==> src/rtl/suite_pkg.sv <==
// suite_pkg: shared types and defaults for the suite image loader path.
// Latency: n/a (types and constants only).
// Backpressure: n/a.
package suite_pkg;

  // Loader control states.
  typedef enum logic [1:0] {
    IDLE  = 2'd0,
    LOAD  = 2'd1,
    FLUSH = 2'd2,
    DONE  = 2'd3
  } loader_state_t;

  // First-error codes reported on err_code.
  typedef enum logic [1:0] {
    ERR_NONE     = 2'd0,
    ERR_OVERFLOW = 2'd1,
    ERR_ADDR     = 2'd2,
    ERR_SIZE     = 2'd3
  } loader_err_t;

  // One RAM write as it sits in the word FIFO.
  typedef struct packed {
    logic [15:0] addr;
    logic [15:0] data;
  } loader_word_t;

  localparam int LOADER_MAX_BYTES  = 131072;
  localparam int LOADER_FIFO_DEPTH = 4;

endpackage

==> src/rtl/loader_fifo.sv <==
// loader_fifo: synchronous show-ahead FIFO holding packed RAM words.
// Latency: a push is visible on dout the cycle after it is written.
// Backpressure: push while full is ignored unless a pop happens in the same cycle.
module loader_fifo #(
  parameter int WIDTH = 32,
  parameter int DEPTH = 4
) (
  input  logic             clk,
  input  logic             reset,
  input  logic             clr,
  input  logic             push,
  input  logic [WIDTH-1:0] din,
  input  logic             pop,
  output logic [WIDTH-1:0] dout,
  output logic             full,
  output logic             empty,
  output logic             last
);

  localparam int AW = (DEPTH > 1) ? $clog2(DEPTH) : 1;
  localparam logic [AW:0] FULL_CNT = (AW+1)'(DEPTH);
  localparam logic [AW:0] ONE_CNT  = (AW+1)'(1);

  logic [WIDTH-1:0] r_mem [DEPTH];
  logic [AW-1:0]    r_wr_ptr;
  logic [AW-1:0]    r_rd_ptr;
  logic [AW:0]      r_count;
  logic             w_do_push;
  logic             w_do_pop;

  assign empty     = (r_count == '0);
  assign full      = (r_count == FULL_CNT);
  assign last      = (r_count == ONE_CNT);
  assign w_do_pop  = pop & ~empty;
  // A full FIFO still takes a push when the head leaves in the same cycle.
  assign w_do_push = push & (~full | w_do_pop);
  // Zero when empty so the RAM port shows clean values after reset or clear.
  assign dout      = empty ? '0 : r_mem[r_rd_ptr];

  // Storage write; contents need no reset since empty masks the head.
  always_ff @(posedge clk) begin
    if (w_do_push) begin
      r_mem[r_wr_ptr] <= din;
    end
  end

  // Pointer and occupancy tracking with synchronous reset and clear.
  always_ff @(posedge clk) begin
    if (reset || clr) begin
      r_wr_ptr <= '0;
      r_rd_ptr <= '0;
      r_count  <= '0;
    end else begin
      if (w_do_push) begin
        r_wr_ptr <= r_wr_ptr + 1'b1;
      end
      if (w_do_pop) begin
        r_rd_ptr <= r_rd_ptr + 1'b1;
      end
      if (w_do_push && !w_do_pop) begin
        r_count <= r_count + 1'b1;
      end else if (w_do_pop && !w_do_push) begin
        r_count <= r_count - 1'b1;
      end
    end
  end

endmodule

==> src/rtl/image_loader.sv <==
// image_loader: packs the HPS download byte stream into little-endian 16-bit image RAM writes.
// Latency: odd byte strobed on cycle N gives mem_we on cycle N+1 when the FIFO was empty.
// Backpressure: mem_ready stalls the FIFO head; ioctl is never stalled, so a full FIFO drops the word and flags overflow.
module image_loader
  import suite_pkg::*;
#(
  parameter int MAX_BYTES  = LOADER_MAX_BYTES,
  parameter int FIFO_DEPTH = LOADER_FIFO_DEPTH
) (
  input  logic        clk,
  input  logic        reset,
  input  logic        ioctl_download,
  input  logic        ioctl_wr,
  input  logic [16:0] ioctl_addr,
  input  logic [7:0]  ioctl_dout,
  output logic        mem_we,
  input  logic        mem_ready,
  output logic [15:0] mem_addr,
  output logic [15:0] mem_data,
  output logic        busy,
  output logic        loaded,
  output logic        error,
  output logic [1:0]  err_code,
  output logic [17:0] byte_count,
  output logic [15:0] checksum
);

  localparam logic [17:0] MAX_BYTES_W = 18'(MAX_BYTES);

  loader_state_t r_state;
  loader_state_t w_state_nxt;
  logic          r_dl_d;
  logic [17:0]   r_byte_count;
  logic [15:0]   r_checksum;
  logic [7:0]    r_pend;
  logic          r_pend_vld;
  logic          r_error;
  loader_err_t   r_err_code;
  logic          r_loaded;

  logic          w_dl_rise;
  logic          w_accept;
  logic          w_bad_addr;
  logic          w_too_big;
  logic          w_push;
  logic          w_flush_push;
  logic          w_overflow;
  logic          w_pop;
  logic          w_full;
  logic          w_empty;
  logic          w_last;
  logic          w_busy;
  loader_word_t  w_push_word;
  loader_word_t  w_head;

  // A new download window restarts everything, whatever state we were in.
  assign w_dl_rise  = ioctl_download & ~r_dl_d;
  assign w_pop      = ~w_empty & mem_ready;
  // Only byte-path pushes can overflow; the flush push waits for room.
  assign w_overflow = w_push & w_full & ~w_pop;

  assign mem_we     = ~w_empty;
  assign mem_addr   = w_head.addr;
  assign mem_data   = w_head.data;
  assign busy       = w_busy;
  assign loaded     = r_loaded;
  assign error      = r_error;
  assign err_code   = r_err_code;
  assign byte_count = r_byte_count;
  assign checksum   = r_checksum;

  loader_fifo #(
    .WIDTH ($bits(loader_word_t)),
    .DEPTH (FIFO_DEPTH)
  ) u_fifo (
    .clk   (clk),
    .reset (reset),
    .clr   (w_dl_rise),
    .push  (w_push),
    .din   (w_push_word),
    .pop   (w_pop),
    .dout  (w_head),
    .full  (w_full),
    .empty (w_empty),
    .last  (w_last)
  );

  // Registered copy of ioctl_download for edge detection.
  always_ff @(posedge clk) begin
    if (reset) begin
      r_dl_d <= 1'b0;
    end else begin
      r_dl_d <= ioctl_download;
    end
  end

  // State register.
  always_ff @(posedge clk) begin
    if (reset) begin
      r_state <= IDLE;
    end else begin
      r_state <= w_state_nxt;
    end
  end

  // Next state, byte acceptance, packing and flush decisions.
  always_comb begin
    w_state_nxt  = r_state;
    w_accept     = 1'b0;
    w_bad_addr   = 1'b0;
    w_too_big    = 1'b0;
    w_push       = 1'b0;
    w_flush_push = 1'b0;
    w_push_word  = '0;
    w_busy       = (r_state == LOAD) || (r_state == FLUSH);
    if (w_dl_rise) begin
      w_state_nxt = LOAD;
    end else begin
      case (r_state)
        LOAD: begin
          if (!ioctl_download) begin
            w_state_nxt = FLUSH;
          end else if (ioctl_wr) begin
            if (ioctl_addr != r_byte_count[16:0]) begin
              w_bad_addr = 1'b1;
            end else if (r_byte_count >= MAX_BYTES_W) begin
              w_too_big = 1'b1;
            end else begin
              w_accept = 1'b1;
              if (ioctl_addr[0]) begin
                w_push           = 1'b1;
                w_push_word.addr = ioctl_addr[16:1];
                w_push_word.data = {ioctl_dout, r_pend};
              end
            end
          end
        end
        FLUSH: begin
          if (r_pend_vld) begin
            // Odd-length tail: byte_count is odd here, so [16:1] is the pending word address.
            if (!w_full || w_pop) begin
              w_push           = 1'b1;
              w_flush_push     = 1'b1;
              w_push_word.addr = r_byte_count[16:1];
              w_push_word.data = {8'h00, r_pend};
            end
          end else if (w_empty || (w_last && w_pop)) begin
            w_state_nxt = DONE;
          end
        end
        default: begin
          w_state_nxt = r_state;
        end
      endcase
    end
  end

  // Byte count, checksum and pending even byte.
  always_ff @(posedge clk) begin
    if (reset || w_dl_rise) begin
      r_byte_count <= '0;
      r_checksum   <= '0;
      r_pend       <= '0;
      r_pend_vld   <= 1'b0;
    end else begin
      if (w_accept) begin
        r_byte_count <= r_byte_count + 18'd1;
        r_checksum   <= r_checksum + {8'h00, ioctl_dout};
        if (!ioctl_addr[0]) begin
          r_pend     <= ioctl_dout;
          r_pend_vld <= 1'b1;
        end else begin
          r_pend_vld <= 1'b0;
        end
      end else if (w_flush_push) begin
        r_pend_vld <= 1'b0;
      end
    end
  end

  // Sticky error flag; only the first cause is kept in err_code.
  always_ff @(posedge clk) begin
    if (reset || w_dl_rise) begin
      r_error    <= 1'b0;
      r_err_code <= ERR_NONE;
    end else if (!r_error) begin
      if (w_overflow) begin
        r_error    <= 1'b1;
        r_err_code <= ERR_OVERFLOW;
      end else if (w_bad_addr) begin
        r_error    <= 1'b1;
        r_err_code <= ERR_ADDR;
      end else if (w_too_big) begin
        r_error    <= 1'b1;
        r_err_code <= ERR_SIZE;
      end
    end
  end

  // loaded is captured as FLUSH hands over to DONE, once the last word has left.
  always_ff @(posedge clk) begin
    if (reset || w_dl_rise) begin
      r_loaded <= 1'b0;
    end else if ((r_state == FLUSH) && (w_state_nxt == DONE)) begin
      r_loaded <= ~r_error;
    end
  end

endmodule

==> config.mk <==
export PLATFORM = sky130hd
export DESIGN_NAME = image_loader
export DESIGN_NICKNAME = d
export VERILOG_FILES = /design/src/rtl/suite_pkg.sv /design/src/rtl/loader_fifo.sv /design/src/rtl/image_loader.sv
export SDC_FILE = /design/constraint.sdc
export NUM_CORES = 1
export LEC_CHECK = 0
export BUFFER_PORTS_ARGS = -buffer_cell sky130_fd_sc_hd__buf_2
export CORE_AREA = 2 2 117 148
export DETAILED_ROUTE_END_ITERATION = 16
export DIE_AREA = 0 0 119 150
export HOLD_SLACK_MARGIN = 0.05
export PLACE_DENSITY = 0.75
export SLEW_MARGIN = 30
export SYNTH_ARGS = -nofsm -noshare
export SYNTH_HDL_FRONTEND = slang
export SYNTH_HIERARCHICAL = 1
export SYNTH_SLANG_ARGS = --single-unit
==> constraint.sdc <==
create_clock -name clk -period 3 [get_ports clk]
set_input_delay 0.15 -clock clk [delete_from_list [all_inputs] [get_ports clk]]
set_output_delay 0.15 -clock clk [all_outputs]
set_load 0.03 [all_outputs]
# Yosys cells after proc, flatten, opt, wreduce, memory -nomap -nowiden
# Memories as Yosys holds them, arrays and structs flattened. A register that Yosys moved wholly into a read port is not among the register bits.
# Cells that the tools add are included.
[word_totals] in_bits=30 mem_count=1 mem_bits_rw=128 out_inout_bits=72 register_bits=57
[op_classes] reduce_logical=17 n_mux=59 magnitude_cmp=1 add_sub_neg=6 bitwise_logic=13 eq_ne=6
[memory_table] name="u_fifo.r_mem" words=4 word_bits=32 read_ports=1 rd_ports_with_merged_regs=1 wr=1 line_no="loader_fifo.sv:24" text="logic [WIDTH-1:0] r_mem [DEPTH];"
[op_table] operator="32-bit two-way mux" n=9
[op_table] operator="32-bit case mux with 2 select lines" n=1
[op_table] operator="1-bit two-way mux" n=36
[op_table] operator="18-bit by 1-bit adder with 18-bit output (second input constant)" n=1
[op_table] operator="18-bit greater-or-equal comparator (second input constant)" n=1
[op_table] operator="2-bit two-way mux" n=9
[op_table] operator="17-bit inequality test" n=1
[op_table] operator="16-bit by 8-bit adder with 16-bit output" n=1
[op_table] operator="1-bit bitwise AND" n=6
[op_table] operator="3-bit two-way mux" n=2
[op_table] operator="1-bit inverter" n=6
[op_table] operator="2-bit by 1-bit adder with 2-bit output (second input constant)" n=2
[op_table] operator="2-bit == test (second input constant)" n=2
[op_table] operator="1-bit logical AND" n=4
[op_table] operator="1-bit logical OR" n=4
[op_table] operator="2-bit case mux with 2 select lines" n=1
[op_table] operator="2-bit AND reduction" n=2
[op_table] operator="2-bit nonzero test" n=2
[op_table] operator="3-bit by 1-bit adder with 3-bit output (second input constant)" n=1
[op_table] operator="3-bit by 1-bit == test with 1-bit output (second input constant)" n=1
[op_table] operator="3-bit == test (second input constant)" n=1
[op_table] operator="1-bit logical NOT" n=3
[op_table] operator="3-bit logical NOT" n=1
[op_table] operator="3-bit nonzero test" n=1
[op_table] operator="other kinds (4)" n=4

# Longest topological paths before layout
[logic_depth] depth_word=13 mapped_depth=15 mapped_depth_nobuf=14

# Hierarchy
# Netlist, hierarchy kept.
[modules_own_cells] mod="loader_fifo" area_each_um2=5417.7 seq_area_each_um2=4023.9 instances=1 cells_each=264
[modules_own_cells] mod="image_loader" area_each_um2=3151.8 seq_area_each_um2=1001.0 instances=1 cells_each=389

# Worst setup path after synthesis
# OpenSTA, ideal clock, no wires.
[synth_timing] kind="register to register" start="register u_fifo.r_count[0]" end="memory u_fifo.r_mem[0][0] (enable)" path_stages_with_launch=11 arrival_ns=2.899 period_less_slack_ns=3.291 path_slack_ns=-0.291 setup_time_ns=0.392 path_cell_list="dfxtp_1 inv_1 ha_1 or2b_4 inv_2 nor2b_1 nand2b_1 and3_1 clkbuf_1 o21a_1 and3_1"
[synth_via] elab_chain_len=11 elab_cells_between_ends=16 classes_between="1 x eq/ne; 6 x mux; 6 x bitwise; 3 x reduce/logical"
[synth_rtl] item="from (decl)" line_no="loader_fifo.sv:27" text="logic [AW:0] r_count;"
[synth_rtl] item="from (signal assigned)" line_no="loader_fifo.sv:61" text="r_count <= r_count + 1'b1;"
[synth_rtl] item="from (signal assigned)" line_no="loader_fifo.sv:63" text="r_count <= r_count - 1'b1;"
[synth_rtl] item="3-bit logical NOT" line_no="loader_fifo.sv:31" text="assign empty = (r_count == '0);"
[synth_rtl] item="named net w_empty" line_no="image_loader.sv:50" text="logic w_empty;"
[synth_rtl] item="1-bit inverter" line_no="image_loader.sv:58" text="assign w_pop = ~w_empty & mem_ready;"
[synth_rtl] item="1-bit bitwise AND" line_no="image_loader.sv:58"
[synth_rtl] item="named net w_pop" line_no="image_loader.sv:48" text="logic w_pop;"
[synth_rtl] item="1-bit logical OR" line_no="image_loader.sv:141" text="if (!w_full || w_pop) begin"
[synth_rtl] item="1-bit two-way mux" line_no="image_loader.sv:141"
[synth_rtl] item="1-bit two-way mux" line_no="image_loader.sv:139" text="if (r_pend_vld) begin"
[synth_rtl] item="1-bit case mux with 2 select lines" line_no="image_loader.sv:119" text="case (r_state)"
[synth_rtl] item="1-bit two-way mux" line_no="image_loader.sv:116" text="if (w_dl_rise) begin"
[synth_rtl] item="named net w_push" line_no="image_loader.sv:45" text="logic w_push;"
[synth_rtl] item="1-bit bitwise AND" line_no="loader_fifo.sv:36" text="assign w_do_push = push & (~full | w_do_pop);"
[synth_rtl] item="1-bit two-way mux" line_no="loader_fifo.sv:42" text="if (w_do_push) begin"
[synth_rtl] item="1-bit two-way mux (not written as such)" line_no="loader_fifo.sv:43" text="r_mem[r_wr_ptr] <= din;"
[synth_rtl] item="to (decl)" line_no="loader_fifo.sv:24"
# The timed path passes the listed nets, and every way through them passes these cells.

# Worst setup path in the final report
[layout_timing] start="register u_fifo.r_count[0]" end="register u_fifo.r_count[2]"
[layout_via] elab_chain_len=12 elab_cells_between_ends=23 classes_between="2 x add/sub; 1 x eq/ne; 6 x mux; 6 x bitwise; 8 x reduce/logical"
[layout_rtl] item="3-bit logical NOT (*)" line_no="loader_fifo.sv:31"
[layout_rtl] item="named net w_empty" line_no="image_loader.sv:50"
[layout_rtl] item="1-bit inverter (*)" line_no="image_loader.sv:58"
[layout_rtl] item="1-bit bitwise AND (*)" line_no="image_loader.sv:58"
[layout_rtl] item="named net w_pop" line_no="image_loader.sv:48"
[layout_rtl] item="1-bit logical OR (*)" line_no="image_loader.sv:141"
[layout_rtl] item="1-bit two-way mux (*)" line_no="image_loader.sv:141"
[layout_rtl] item="1-bit two-way mux (*)" line_no="image_loader.sv:139"
[layout_rtl] item="1-bit case mux with 2 select lines (*)" line_no="image_loader.sv:119"
[layout_rtl] item="1-bit two-way mux (*)" line_no="image_loader.sv:116"
[layout_rtl] item="named net w_push" line_no="image_loader.sv:45"
[layout_rtl] item="1-bit bitwise AND (*)" line_no="loader_fifo.sv:36"
[layout_rtl] item="named net u_fifo.w_do_push" line_no="loader_fifo.sv:28" text="logic w_do_push;"
[layout_rtl] item="1-bit logical NOT" line_no="loader_fifo.sv:62" text="end else if (w_do_pop && !w_do_push) begin"
[layout_rtl] item="1-bit logical AND" line_no="loader_fifo.sv:62"
[layout_rtl] item="2-bit nonzero test (no source line)"
# The timed path passes the listed nets; every way through them passes the cells marked *. The select of a mux whose other input is x is not followed.
# A chain may end at the register's enable or synchronous reset.

==> flow_summary.json <==
{
  "status": "finished, final reports clean",
  "pre_cts_ws_ns": 0.179,
  "finalSetupViolCount": 0,
  "place_inst": 965,
  "viasPerCell": 5.77,
  "syn_avg_cell_area_sq_um": 13.1,
  "tritoncts": "built",
  "nets": 826,
  "routedWlPerCell_microns": 18.8,
  "ys_seq_area_share_pct": 58.6,
  "hp-class": "input pin to flip-flop",
  "rsz0062_at_grt": "no",
  "grt_first_pass_wirelength_mm": 29.7,
  "min_to": "r_pend[1]$_SDFFE_PP0P_",
  "routabilityCongestion": 0.853,
  "arrival_ns": 3.22,
  "setup_ws_ns": 0.131,
  "ir_worst_vdd_uv": 334,
  "grt_pass1_vias": 5892,
  "drt-initial-drc-count": 434,
  "r2r_cells": 13,
  "drt_wl_total_mm": 18.9,
  "clk_pin_slew_ns": 0.07,
  "syn_nets": 706,
  "holdWs_ns": 0.0730,
  "worstPathCellList": "inv_1, ha_1, or2b_4, inv_2, nor2b_2, nand2b_1, and3_1, o21a_2, inv_1, nor2_1, ha_1, or3_1, a21oi_1",
  "grt_remaining_overflow": 0,
  "slowest_stage": "or3_1",
  "grt_max_degree": 52,
  "numPortBuffers": 101,
  "multiInputGateArea_sq_um": 3250,
  "ys.flop_type": "edfxtp_1",
  "yosysWarnings": 6,
  "ys_ff_latch": 187,
  "max-slew-margin-rel_pct": 40.4,
  "cp_max_fo": 6,
  "cts_buffers": 17,
  "vias": 5808,
  "skew_ns": 0.0145,
  "final.fill_count": 1262,
  "slew_violations": 0,
  "die_w_microns": 119,
  "layout.cells.non_filler": 1007,
  "crit_path_start_kind": "flip-flop",
  "die_h_microns": 150,
  "startpoint": "u_fifo/r_count[0]$_SDFFE_PP0P_",
  "finalCritPeriodShare_pct": 95.6,
  "timing.rr.end": "u_fifo/r_count[2]$_SDFFE_PP0P_",
  "drt_drc_violations_left": 0,
  "synth_cell_types": 53,
  "worstSkewPairLatency_ns": 0.43,
  "yosys.area.top_type": "edfxtp_1",
  "critPathTopFamily": "simple AND/OR/NAND/NOR gates",
  "cp-end-kind": "flip-flop",
  "max_stage_delay_ns": 0.39,
  "cts_root_buffer": "clkbuf_16",
  "yosysMostFrequentCell": "edfxtp_1",
  "whs_path_depth": 3,
  "start_util_pct": 51.9,
  "drv_cap": 0,
  "io_pins": 102,
  "ant_nets": 0,
  "antenna_found_initial": 1,
  "critical_path_class": "flip-flop to flip-flop",
  "p_leak_uw": 0.00355,
  "syn-cell-area_sq_um": 8570,
  "seqCellArea_sq_um": 5030,
  "synth.area.top_cells": "edfxtp_1 (45%), dfxtp_1 (14%), mux4_2 (7.9%)",
  "worst_pin_slew_ns": 0.894,
  "dpl.hpwl_mm": 13.2,
  "final.min_clock_period_ns": 2.87,
  "dieArea_sq_um": 17900,
  "cts_buffer_depth": 2,
  "p_per_area_nw_per_um2": 501,
  "drive_gt1_share_pct": 25.8,
  "worstHoldStart": "ioctl_dout[1]",
  "worstPathRequired_ns": 3.35,
  "synthArstFlopShare_pct": 0,
  "hold_violations": 0,
  "fp-row-count": 53,
  "grt_use_total_pct": 21.5,
  "cp_num_buf_inv": 3,
  "synthToLayoutAreaGrowth_pct": 17.4,
  "tns_ns": 0,
  "placeableCoreArea_sq_um": 16500,
  "clock-sinks": 187,
  "synthCells": 653,
  "drt_pass1_iterations": 5,
  "final_util_pct": 60.9,
  "r2r-start": "u_fifo/r_count[0]$_SDFFE_PP0P_",
  "synth_edf_count": 128,
  "h-tree-depth": 4,
  "ff2ff_setup_slack_ns": 0.13,
  "synth_top_area_share_pct": 44.9,
  "synthTopCellsByCount": "edfxtp_1 (128), dfxtp_1 (59), nor2_1 (46), and2_1 (41), a21oi_1 (35)",
  "max_freq_ghz": 0.348
}
==> tightest hold or removal path: stages <==
cell and delay [ns]:
buf_2 0.13, mux2i_1 0.09, nor2_1 0.08
==> state kept, by name, summed over array words and instances (netlist names), named ones only <==
register,cells
r_dl_d,1
r_state,2
loaded,1
error,1
byte_count,18
u_fifo/r_count,3
u_fifo/r_mem,128
r_pend_vld,1
u_fifo/r_rd_ptr,2
err_code,2
r_pend,8
checksum,16
u_fifo/r_wr_ptr,2
==> logic make-up after synthesis <==
| family | synth area share [%] |
|---|---|
| AOI/OAI and AO/OA | 8.26 |
| DFF | 58.6 |
| muxes | 10.4 |
| buffers and inverters | 3.65 |
| xor gates and xnor gates | 2.45 |
| adders and majority gates | 3.45 |
| and+or+nand+nor | 13.2 |
==> cell usage in the layout (no fill, tap or decap), drive strengths merged, types with 16 or more instances in the layout <==
cell      n
edfxtp  128
buf     125
dfxtp    59
nor2     46
and2     41
inv      37
a21oi    35
mux4     32
ha       22
nand2    19
and3     19
clkbuf   17
mux2i    16
o21ai    16
or4      16
a22oi    16
==> metrics by stage <==
stage | power (uW) | area (sq um)
5_1_grt | 5200 | 10100
3_3_place_gp | 2910 | 9370
2_1_floorplan | 2850 | 8580
6_report | 5040 | 10100
4_1_cts | 5080 | 10000
3_5_place_dp | 2910 | 9370
==> per-layer routing <==
metal / up-vias / part of all wire [%] / wire length, microns / GRT usage (%)
li1: 2707 / - / - / -
met4: 0 / 3.9 / 732 / 11.7
met5: - / 0 / 0 / 0
met1: 2846 / 39 / 7310 / 25.1
met2: 208 / 52 / 9780 / 37.2
met3: 47 / 5.7 / 1080 / 4.31
==> final cells by class <==
class                   instances  share of cell area, %
diodes                          1                 0.0249
clock buffers                  17                   4.23
clock inverters                15                   1.65
inverters                      28                   1.04
multi-input cells             406                   32.4
flip-flops and latches        187                   50.0
well taps                     220                   2.74
repair buffers                133                   7.99
==> power breakdown <==
part | internal, uW | switching [uW]
Combinational | 51.8 | 87.1
Sequential | 2720 | 2.14
Clock | 1120 | 1060
Total | 3890 | 1150
==> worst max path at each step <==
stage / to / cells after the start / slack, ns
floorplan: u_fifo/r_count[2]$_SDFFE_PP0P_ / 14 / 0.05
global placement: u_fifo/r_mem[0][27]$_DFFE_PP_ / 6 / 0.27
detailed placement: u_fifo/r_mem[0][27]$_DFFE_PP_ / 9 / 0.18
CTS: u_fifo/r_mem[0][16]$_DFFE_PP_ / 9 / 0.12
global route: u_fifo/r_count[2]$_SDFFE_PP0P_ / 13 / 0.005
finish: u_fifo/r_count[2]$_SDFFE_PP0P_ / 13 / 0.13
==> repair_timing <==
item / 4_1_cts / 5_1_grt
hold buffers: 8 / 0
gates resized for setup: 0 / 2
endpoints found under the hold margin: 9 / 0
setup buffers: 0 / 0
setup endpoints to repair: 0 / 58
Note: power is estimated with default switching activity, not from simulation.
